===== src/rtl/pacoblaze_register_stage.sv =====
// Register file and operand stage: latches ALU operands on issue, owns the
// write-back path with same-edge bypass, and keeps the zero/carry flags plus
// their interrupt shadow copies.
module pacoblaze_register_stage #(
  parameter int unsigned operand_width  = 8,
  parameter int unsigned register_count = 16,
  localparam int unsigned address_width = $clog2(register_count)
) (
  input  logic                     clk,
  input  logic                     reset,
  input  logic                     issue,
  input  logic [address_width-1:0] x_address,
  input  logic [address_width-1:0] y_address,
  input  logic                     use_constant,
  input  logic [operand_width-1:0] constant,
  output logic [operand_width-1:0] operand_a,
  output logic [operand_width-1:0] operand_b,
  output logic                     operand_valid,
  input  logic                     write_enable,
  input  logic [operand_width-1:0] write_result,
  input  logic                     flags_update,
  input  logic                     zero_in,
  input  logic                     carry_in,
  input  logic                     flags_preserve,
  input  logic                     flags_restore,
  output logic                     zero,
  output logic                     carry
);

  logic [operand_width-1:0] regs [register_count];
  logic [address_width-1:0] dest_q;
  logic                     shadow_zero_q;
  logic                     shadow_carry_q;
  logic [operand_width-1:0] next_a;
  logic [operand_width-1:0] next_b;

  // Operand selection; a write landing on the same edge is bypassed so the
  // operand sees the value the register is about to hold.
  always_comb begin
    next_a = regs[x_address];
    next_b = regs[y_address];
    if (write_enable && (dest_q == x_address)) next_a = write_result;
    if (write_enable && (dest_q == y_address)) next_b = write_result;
    if (use_constant) next_b = constant;
  end

  // Register file write port; contents survive reset, but a write on a reset
  // edge is dropped. The target is the destination captured by the previous issue.
  always_ff @(posedge clk) begin
    if (!reset && write_enable) begin
      regs[dest_q] <= write_result;
    end
  end

  // Destination latch and operand registers.
  always_ff @(posedge clk) begin
    if (reset) begin
      dest_q        <= '0;
      operand_a     <= '0;
      operand_b     <= '0;
      operand_valid <= 1'b0;
    end else begin
      operand_valid <= issue;
      if (issue) begin
        dest_q    <= x_address;
        operand_a <= next_a;
        operand_b <= next_b;
      end
    end
  end

  // Architectural flags: restore beats update; preserve captures pre-edge values.
  always_ff @(posedge clk) begin
    if (reset) begin
      zero           <= 1'b0;
      carry          <= 1'b0;
      shadow_zero_q  <= 1'b0;
      shadow_carry_q <= 1'b0;
    end else begin
      if (flags_restore) begin
        zero  <= shadow_zero_q;
        carry <= shadow_carry_q;
      end else if (flags_update) begin
        zero  <= zero_in;
        carry <= carry_in;
      end
      if (flags_preserve) begin
        shadow_zero_q  <= zero;
        shadow_carry_q <= carry;
      end
    end
  end

endmodule


===== config.mk =====
export PLATFORM = sky130hd
export DESIGN_NAME = pacoblaze_register_stage
export DESIGN_NICKNAME = d
export VERILOG_FILES = /design/src/rtl/pacoblaze_register_stage.sv
export SDC_FILE = /design/constraint.sdc
export NUM_CORES = 1
export LEC_CHECK = 0
export CAP_MARGIN = 15
export CORE_MARGIN = 1
export CORE_UTILIZATION = 46
export DETAILED_ROUTE_END_ITERATION = 10
export GPL_ROUTABILITY_DRIVEN = 0
export PLACE_DENSITY = 0.65
export SETUP_SLACK_MARGIN = 0.4
export SLEW_MARGIN = 20
export SYNTH_ARGS = -nofsm -noshare
export SYNTH_HDL_FRONTEND = slang
export SYNTH_SLANG_ARGS = --single-unit

===== constraint.sdc =====
create_clock -name clk -period 3.6 [get_ports clk]
set_input_delay 0.9 -clock clk [delete_from_list [all_inputs] [get_ports clk]]
set_output_delay 0.9 -clock clk [all_outputs]
set_load 0.02 [all_outputs]

== Yosys cells after proc, flatten, opt, wreduce, memory -nomap -nowiden ==
Memory sizes are Yosys's and may differ from the RTL's. A register that Yosys moved wholly into a read port is not among the register bits.
Cells that the tools add are included.

* Flip-flop bits (word level): 17
* RAM bits: 128
* Bits of input ports: 34
* Output and inout port bits: 19
* Memories: 1

{| class="wikitable"
|+ Memory list
! memory !! words !! width !! rd ports !! clocked after memory_dff !! wr ports !! RTL line !! RTL
|-
| regs || 16 || 8 || 2 || 1 || 1 || 30 || <nowiki>logic [operand_width-1:0] regs [register_count];</nowiki>
|}

* Equality and inequality tests: 1
* Muxes and demuxes: 8
* Reductions and logical operators: 4

{| class="wikitable"
|+ Operator list
! kind !! count
|-
| 8-bit two-way mux || 2
|-
| 1-bit two-way mux || 6
|-
| 4-bit == test || 1
|-
| 1-bit logical AND || 2
|-
| 2-bit nonzero test || 1
|-
| 1-bit logical NOT || 1
|}

== Depth between registers and ports, before layout ==
Gate-level depths: netlist (run 1).

* Depth in word-level cells: 4
* Mapped depth: 8
* Gate-level depth less buffers: 5

== Least setup slack after synthesis (run 1) ==
Ideal clock, no wire load.

* Kind: input-to-reg
* Start: input reset
* End: memory regs[0][0] (enable)
* Library setup time: 0.383 ns
* Arrival time: 2.405 ns
* Data required time: 3.217 ns
* Setup slack: 0.812 ns
* Stages on the path: 4
* Cell sequence: clkbuf_1 > nor2b_1 > or3b_2 > nor3_1

* Longest elaborated chain between the ends: 4

{| class="wikitable"
|+ RTL lines
! element !! RTL line !! RTL
|-
| from (decl) || 10 || <nowiki>input logic reset,</nowiki>
|-
| 1-bit logical NOT || 50 || <nowiki>if (!reset && write_enable) begin</nowiki>
|-
| 1-bit logical AND || 50 ||
|-
| 1-bit two-way mux || 50 ||
|-
| 1-bit two-way mux (implied by the code) || 51 || <nowiki>regs[dest_q] <= write_result;</nowiki>
|-
| to (decl) || 30 ||
|}

No other way between the ends.

== Worst setup path after layout (run 1) ==
* Start: input y_address[1]
* End: register operand_b[6]

* Longest elaborated chain between the ends: 4

{| class="wikitable"
|+ RTL lines
! element !! RTL line !! RTL
|-
| from (decl) || 13 || <nowiki>input logic [address_width-1:0] y_address,</nowiki>
|-
| parallel branches: the longest is 2 deep, another holds memory 16 x 8 bit || - ||
|-
| 8-bit two-way mux (*) || 43 || <nowiki>if (write_enable && (dest_q == y_address)) next_b = write_result;</nowiki>
|-
| 8-bit two-way mux (*) || 44 || <nowiki>if (use_constant) next_b = constant;</nowiki>
|-
| to (signal assigned) || 67 || <nowiki>operand_b <= next_b;</nowiki>
|-
| to (decl) || 17 || <nowiki>output logic [operand_width-1:0] operand_b,</nowiki>
|}

Every way passes the cells marked *.
A chain may end at the register's enable or synchronous reset.

==> results.yml, run 1 <==
power_and_ir_drop:
  peakVddDrop_mv: 0.332
  combPwrFrac: 0.099
  sw_frac_of_total: 0.232
  cellPowerDensity_nw_per_um2: 474
  clockPowerShare: 0.424
  total_power_mw: 4.13
  share_seq_of_total_power: 0.477
  p_int_mw: 3.17
  switchingPower_uw: 957
  p_leak_nw: 2.93
detailed_routing:
  wl_per_cell_um: 25.1
  routed_wl_um: 18700
  drcViolationCount: 0
  vias_per_cell: 6.19
  drtAntennaViolNets: 0
  drt-pass1-iter-count: 5
  drtIter0Drc: 459
  vias: 4608
floorplan:
  dieArea_um2: 16300
  ioPinCount: 53
  start_util: 0.475
  die_width_um: 128
  die_h_um: 128
  core_um2: 15300
  rows: 45
worst_setup_path:
  cp.required_ns: 3.89
  critPathKind: "primary input to flop"
  crit_path_end_kind: "flop"
  worstPathArrival_ns: 3.07
  cp-start-kind: "primary input"
  critPathMaxFanout: 8
sta:
  final.min_clock_period_ns: 2.78
  final-setup-viol-count: 0
  hold_viol_final: 0
  whs_ns: 0.496
  slew_headroom: 0.518
  finClkSkew_ns: 0.00574
  period_share: 0.772
  rsz0062_at_grt: "no"
  setup_slack_ns: 0.820
  worst_slew_pin_slew_ns: 0.720
  tns_ns: 0
  clock.fmax_ghz: 0.360
  drv_slew: 0
layout:
  fillCellCount: 1182
  final_cell_mix: "128 x edfxtp_1, 49 x clkdlybuf4s50_1, 46 x mux4_2"
  final_util: 0.568
  area_growth_pct: 19.6
  layout.cells.non_filler: 744
  diodes: 0
  final_area_um2: 8700
  layout.nets: 554
  final_layout_size_suffix_gt1_frac: 0.240
  final_common_cell: "edfxtp_1"
global_route:
  grt_pass1_vias: 4572
  grtUsageTotal: 0.244
  grt_pass1_wl_um: 28200
  grt_max_degree: 35
  grt_overflow_total: 0
  antenna_found_initial: 0
synth:
  yosysSeqAreaShare: 0.597
  synth_area_um2: 7280
  postSynthCellCount: 447
  syn-num-nets: 481
  ys_warn_count: 0
  avgSynthCellArea_um2: 16.3
  ys_ff_latch: 153
  yosysUniqueCellTypes: 36
placed_design:
  dp_cells: 712
  placed_cell_area_um2: 8130
  pre_cts_ws_ns: 0.494
  dp_hpwl_um: 12800
  io_buffers: 52
clock_tree:
  cts_setup_buffers: 0
  cts_made_buffers: 17
  cts_sinks: 153
  ctsResizeCount: 0
  clkTransAtPathRegs_ns: 0.06
  cts_hold_buffers: 0
  worstSkewPairLatency_ns: 0.42
  h-tree-depth: 4
  clockBufferDepth: 2
  cts_tree: "built"
  cts-root-buf: "clkbuf_16"
job:
  cap_violations: 0
min_path:
  hold_path.class: "flop to flop"
status:
  status: "complete, no violations"
registers in the layout, summed over array words and instances (netlist names):
name and count:
zero 1, shadow_zero_q 1, operand_valid 1, operand_b 8, dest_q 4, operand_a 8, shadow_carry_q 1, regs 128
carry 1
power groups by stage:
stage               clock (mW)  sequential [mW]  combinational [mW]
floorplan                    0             2.01               0.233
global placement             0             2.00               0.402
detailed placement           0             2.01               0.408
CTS                       1.77             1.97               0.409
global route              1.84             1.97               0.438
finish                    1.75             1.97               0.409
worst paths after layout:
check                                  start            to  slack (ns)  cells past startpoint
worst min-delay path            operand_a[7]  operand_a[7]        0.50                      1
worst max-delay path            y_address[1]  operand_b[6]        0.82                      7
worst min register to register  operand_a[7]  operand_a[7]        0.50                      1
worst max register to register     dest_q[3]  operand_b[6]        1.39                      4
cell type report:
type	instances	area (um2)	share of cell area
multi-input cells	256	2700	0.310
flip-flops and latches	153	4340	0.499
well taps	211	264	0.0303
repair buffers	92	818	0.0940
clock buffers	20	437	0.0502
clock inverters	12	141	0.0162
cell usage after synthesis:
master,count,area [um2]
and2_1,2,12.5
a211oi_1,24,180
buf_4,8,60.1
o41ai_4,1,27.5
buf_2,7,35.0
o21bai_1,8,60.1
xor2_1,7,61.3
dfxtp_1,25,500
mux4_2,46,1040
or3b_2,1,8.76
xnor2_1,1,8.76
nand3_1,1,5.00
edfxtp_1,128,3840
o22ai_1,8,50.1
a22o_1,8,70.1
nor4_1,1,6.26
nor3b_1,8,60.1
mux4_1,10,263
a31oi_1,8,50.1
buf_6,3,33.8
mux2i_1,16,160
a221o_1,8,80.1
o31ai_1,8,60.1
nor2_1,23,86.3
buf_1,4,15.0
nor2b_1,19,119
clkbuf_1,14,52.6
nand2_1,11,41.3
nand2b_1,3,18.8
buf_12,2,40.0
a21oi_1,10,50.1
nor3_1,12,60.1
and3b_1,1,8.76
nand3b_1,2,15.0
nor3_2,1,10.0
mux2_2,8,90.1
critical path: stages:
cell and delay, ns:
clkdlybuf4s50_1 0.73, buf_4 0.24, xor2_1 0.18, nor3_2 0.07, and3b_1 0.27, o31ai_1 0.53
a31oi_1 0.14
metal layers:
layer	track usage	up-vias	part of all wire
li1	-	1993	-
met4	0.111	0	0.037
met2	0.388	228	0.48
met3	0.0459	40	0.071
met5	0	-	0
met1	0.328	2347	0.41
cells by family (layout without fill, tap and decap cells):
family          count (synthesis)  after routing  share of synthesized area
mux                            80             80                      0.213
compound gates                 83             83                     0.0863
buf+inv                        38            124                     0.0325
simple gates                   85             85                     0.0620
xor+xnor                        8              8                    0.00963
flops                         153            153                      0.597
Note: power is estimated with default switching activity, not from simulation.
==> inputs of run 2 (changes only) <==
clock period = 2.71 ns   (was 3.6 ns; I/O delays follow)
==> results.yml, run 2 (synthesis results as in run 1) <==
status:
  status: "complete, no violations"
floorplan:
  start_util: 0.475
  die_h_um: 128
  core_um2: 15300
  die_width_um: 128
  rows: 45
  ioPinCount: 53
  dieArea_um2: 16300
sta:
  finClkSkew_ns: 0.00628
  drv_slew: 0
  whs_ns: 0.487
  setup_slack_ns: 0.524
  tns_ns: 0
  period_share: 0.807
  clock.fmax_ghz: 0.458
  final.min_clock_period_ns: 2.19
  rsz0062_at_grt: "no"
  slew_headroom: 0.682
  hold_viol_final: 0
  worst_slew_pin_slew_ns: 0.475
  final-setup-viol-count: 0
detailed_routing:
  drcViolationCount: 0
  wl_per_cell_um: 24.5
  vias: 4572
  drtAntennaViolNets: 0
  drt-pass1-iter-count: 5
  drtIter0Drc: 497
  routed_wl_um: 18600
  vias_per_cell: 6.03
power_and_ir_drop:
  peakVddDrop_mv: 0.438
  clockPowerShare: 0.419
  cellPowerDensity_nw_per_um2: 619
  p_leak_nw: 3.01
  switchingPower_mw: 1.23
  sw_frac_of_total: 0.223
  combPwrFrac: 0.105
  total_power_mw: 5.49
  share_seq_of_total_power: 0.477
  p_int_mw: 4.26
worst_setup_path:
  worstPathArrival_ns: 2.33
  r2r-end: "operand_b[5]"
  critPathMaxFanout: 4
  r2r-start: "dest_q[1]"
  r2r_slack_ns: 0.80
  cp-start-kind: "primary input"
  crit_path_end_kind: "flop"
  critPathKind: "primary input to flop"
  cp.required_ns: 2.85
  reg2reg_depth: 6
layout:
  final_common_cell: "edfxtp_1"
  final_cell_mix: "128 x edfxtp_1, 49 x clkdlybuf4s50_1, 48 x buf_4"
  layout.cells.non_filler: 758
  fillCellCount: 1185
  multi_input_area_um2: 2700
  layout.nets: 568
  top_register: "regs"
  area_growth_pct: 21.9
  final_layout_size_suffix_gt1_frac: 0.265
  reg.largest.list: "regs: 128 flops, operand_a: 8 flops, operand_b: 8 flops"
  seq_area_um2: 4340
  largest_register_ffs: 128
  diodes: 0
clock_tree:
  h-tree-depth: 4
  clkTransAtPathRegs_ns: 0.06
  cts_sinks: 153
  cts-root-buf: "clkbuf_16"
  cts_made_buffers: 17
  clockBufferDepth: 2
  worstSkewPairLatency_ns: 0.43
  cts_setup_buffers: 0
  cts_tree: "built"
  cts_hold_buffers: 0
min_path:
  hold_path.class: "flop to flop"
  hold_end: "operand_a[7]"
  holdPathStages: 1
  hold_start: "operand_a[7]"
placed_design:
  pre_cts_ws_ns: 0.0294
  dp_hpwl_um: 13000
  io_buffers: 52
  dp_cells: 726
global_route:
  antenna_found_initial: 0
  grtUsageTotal: 0.245
  grt_pass1_vias: 4560
  grt_max_degree: 50
  grt_overflow_total: 0
  grt_pass1_wl_um: 28000
job:
  cap_violations: 0
-- run 2: cell types whose count changed in the layout (fill, tap and decap cells not counted), moves of 2 or more --
cell,previous run,this run
buf_4,39,48
clkinvlp_4,1,7
buf_12,1,5
clkinv_4,4,0
inv_6,4,0
clkbuf_8,0,2
clkinv_2,0,2
-- run 2: metrics by stage --
| step | utilization | instance area [um2] |
|---|---|---|
| after CTS | 0.579 | 8870 |
| after detailed placement | 0.541 | 8290 |
| final | 0.579 | 8870 |
| after global placement | 0.541 | 8290 |
| after global routing | 0.579 | 8870 |
| after floorplan | - | 7280 |
-- run 2: worst max-delay path by stage --
stage,cells after the start,endpoint,start,slack [ns]
final,5,regs[2][5],write_enable,0.52
after global placement,7,operand_a[5],x_address[1],0.07
after detailed placement,7,operand_a[3],x_address[1],0.03
after global routing,7,operand_b[5],y_address[1],0.45
after floorplan,4,regs[1][0],reset,0.37
after CTS,7,operand_a[3],x_address[1],0.50
-- run 2: what timing repair did --
item | CTS | global route
hold endpoints to repair | 0 | 0
gates resized for setup | 0 | 1
setup endpoints to repair | 0 | 1
-- run 2: area by class of cell --
type	count	share of cell area
clock buffer	21	0.0519
tap	211	0.0298
sequential	153	0.490
multi-input combinational	256	0.305
timing repair buffer	106	0.110
clock inverter	11	0.0138
-- run 2: routing by layer --
metal / wire length (um) / track usage
met3: 1200 / 0.0576
met1: 7680 / 0.314
met5: 0 / 0
met4: 641 / 0.123
met2: 9090 / 0.391
-- run 2: critical path, cell delays in order --
cell	delay [ns]
clkdlybuf4s50_1	0.49
nor2b_1	0.25
or3b_2	0.53
nor2_1	0.20
buf_4	0.19
-- run 2: power groups by stage --
| stage | combinational, mW | clock [mW] | sequential [mW] |
|---|---|---|---|
| finish | 0.574 | 2.30 | 2.62 |
| global route | 0.611 | 2.42 | 2.62 |
| CTS | 0.577 | 2.34 | 2.62 |
| detailed placement | 0.575 | 0 | 2.67 |
| global placement | 0.569 | 0 | 2.66 |
| floorplan | 0.310 | 0 | 2.68 |
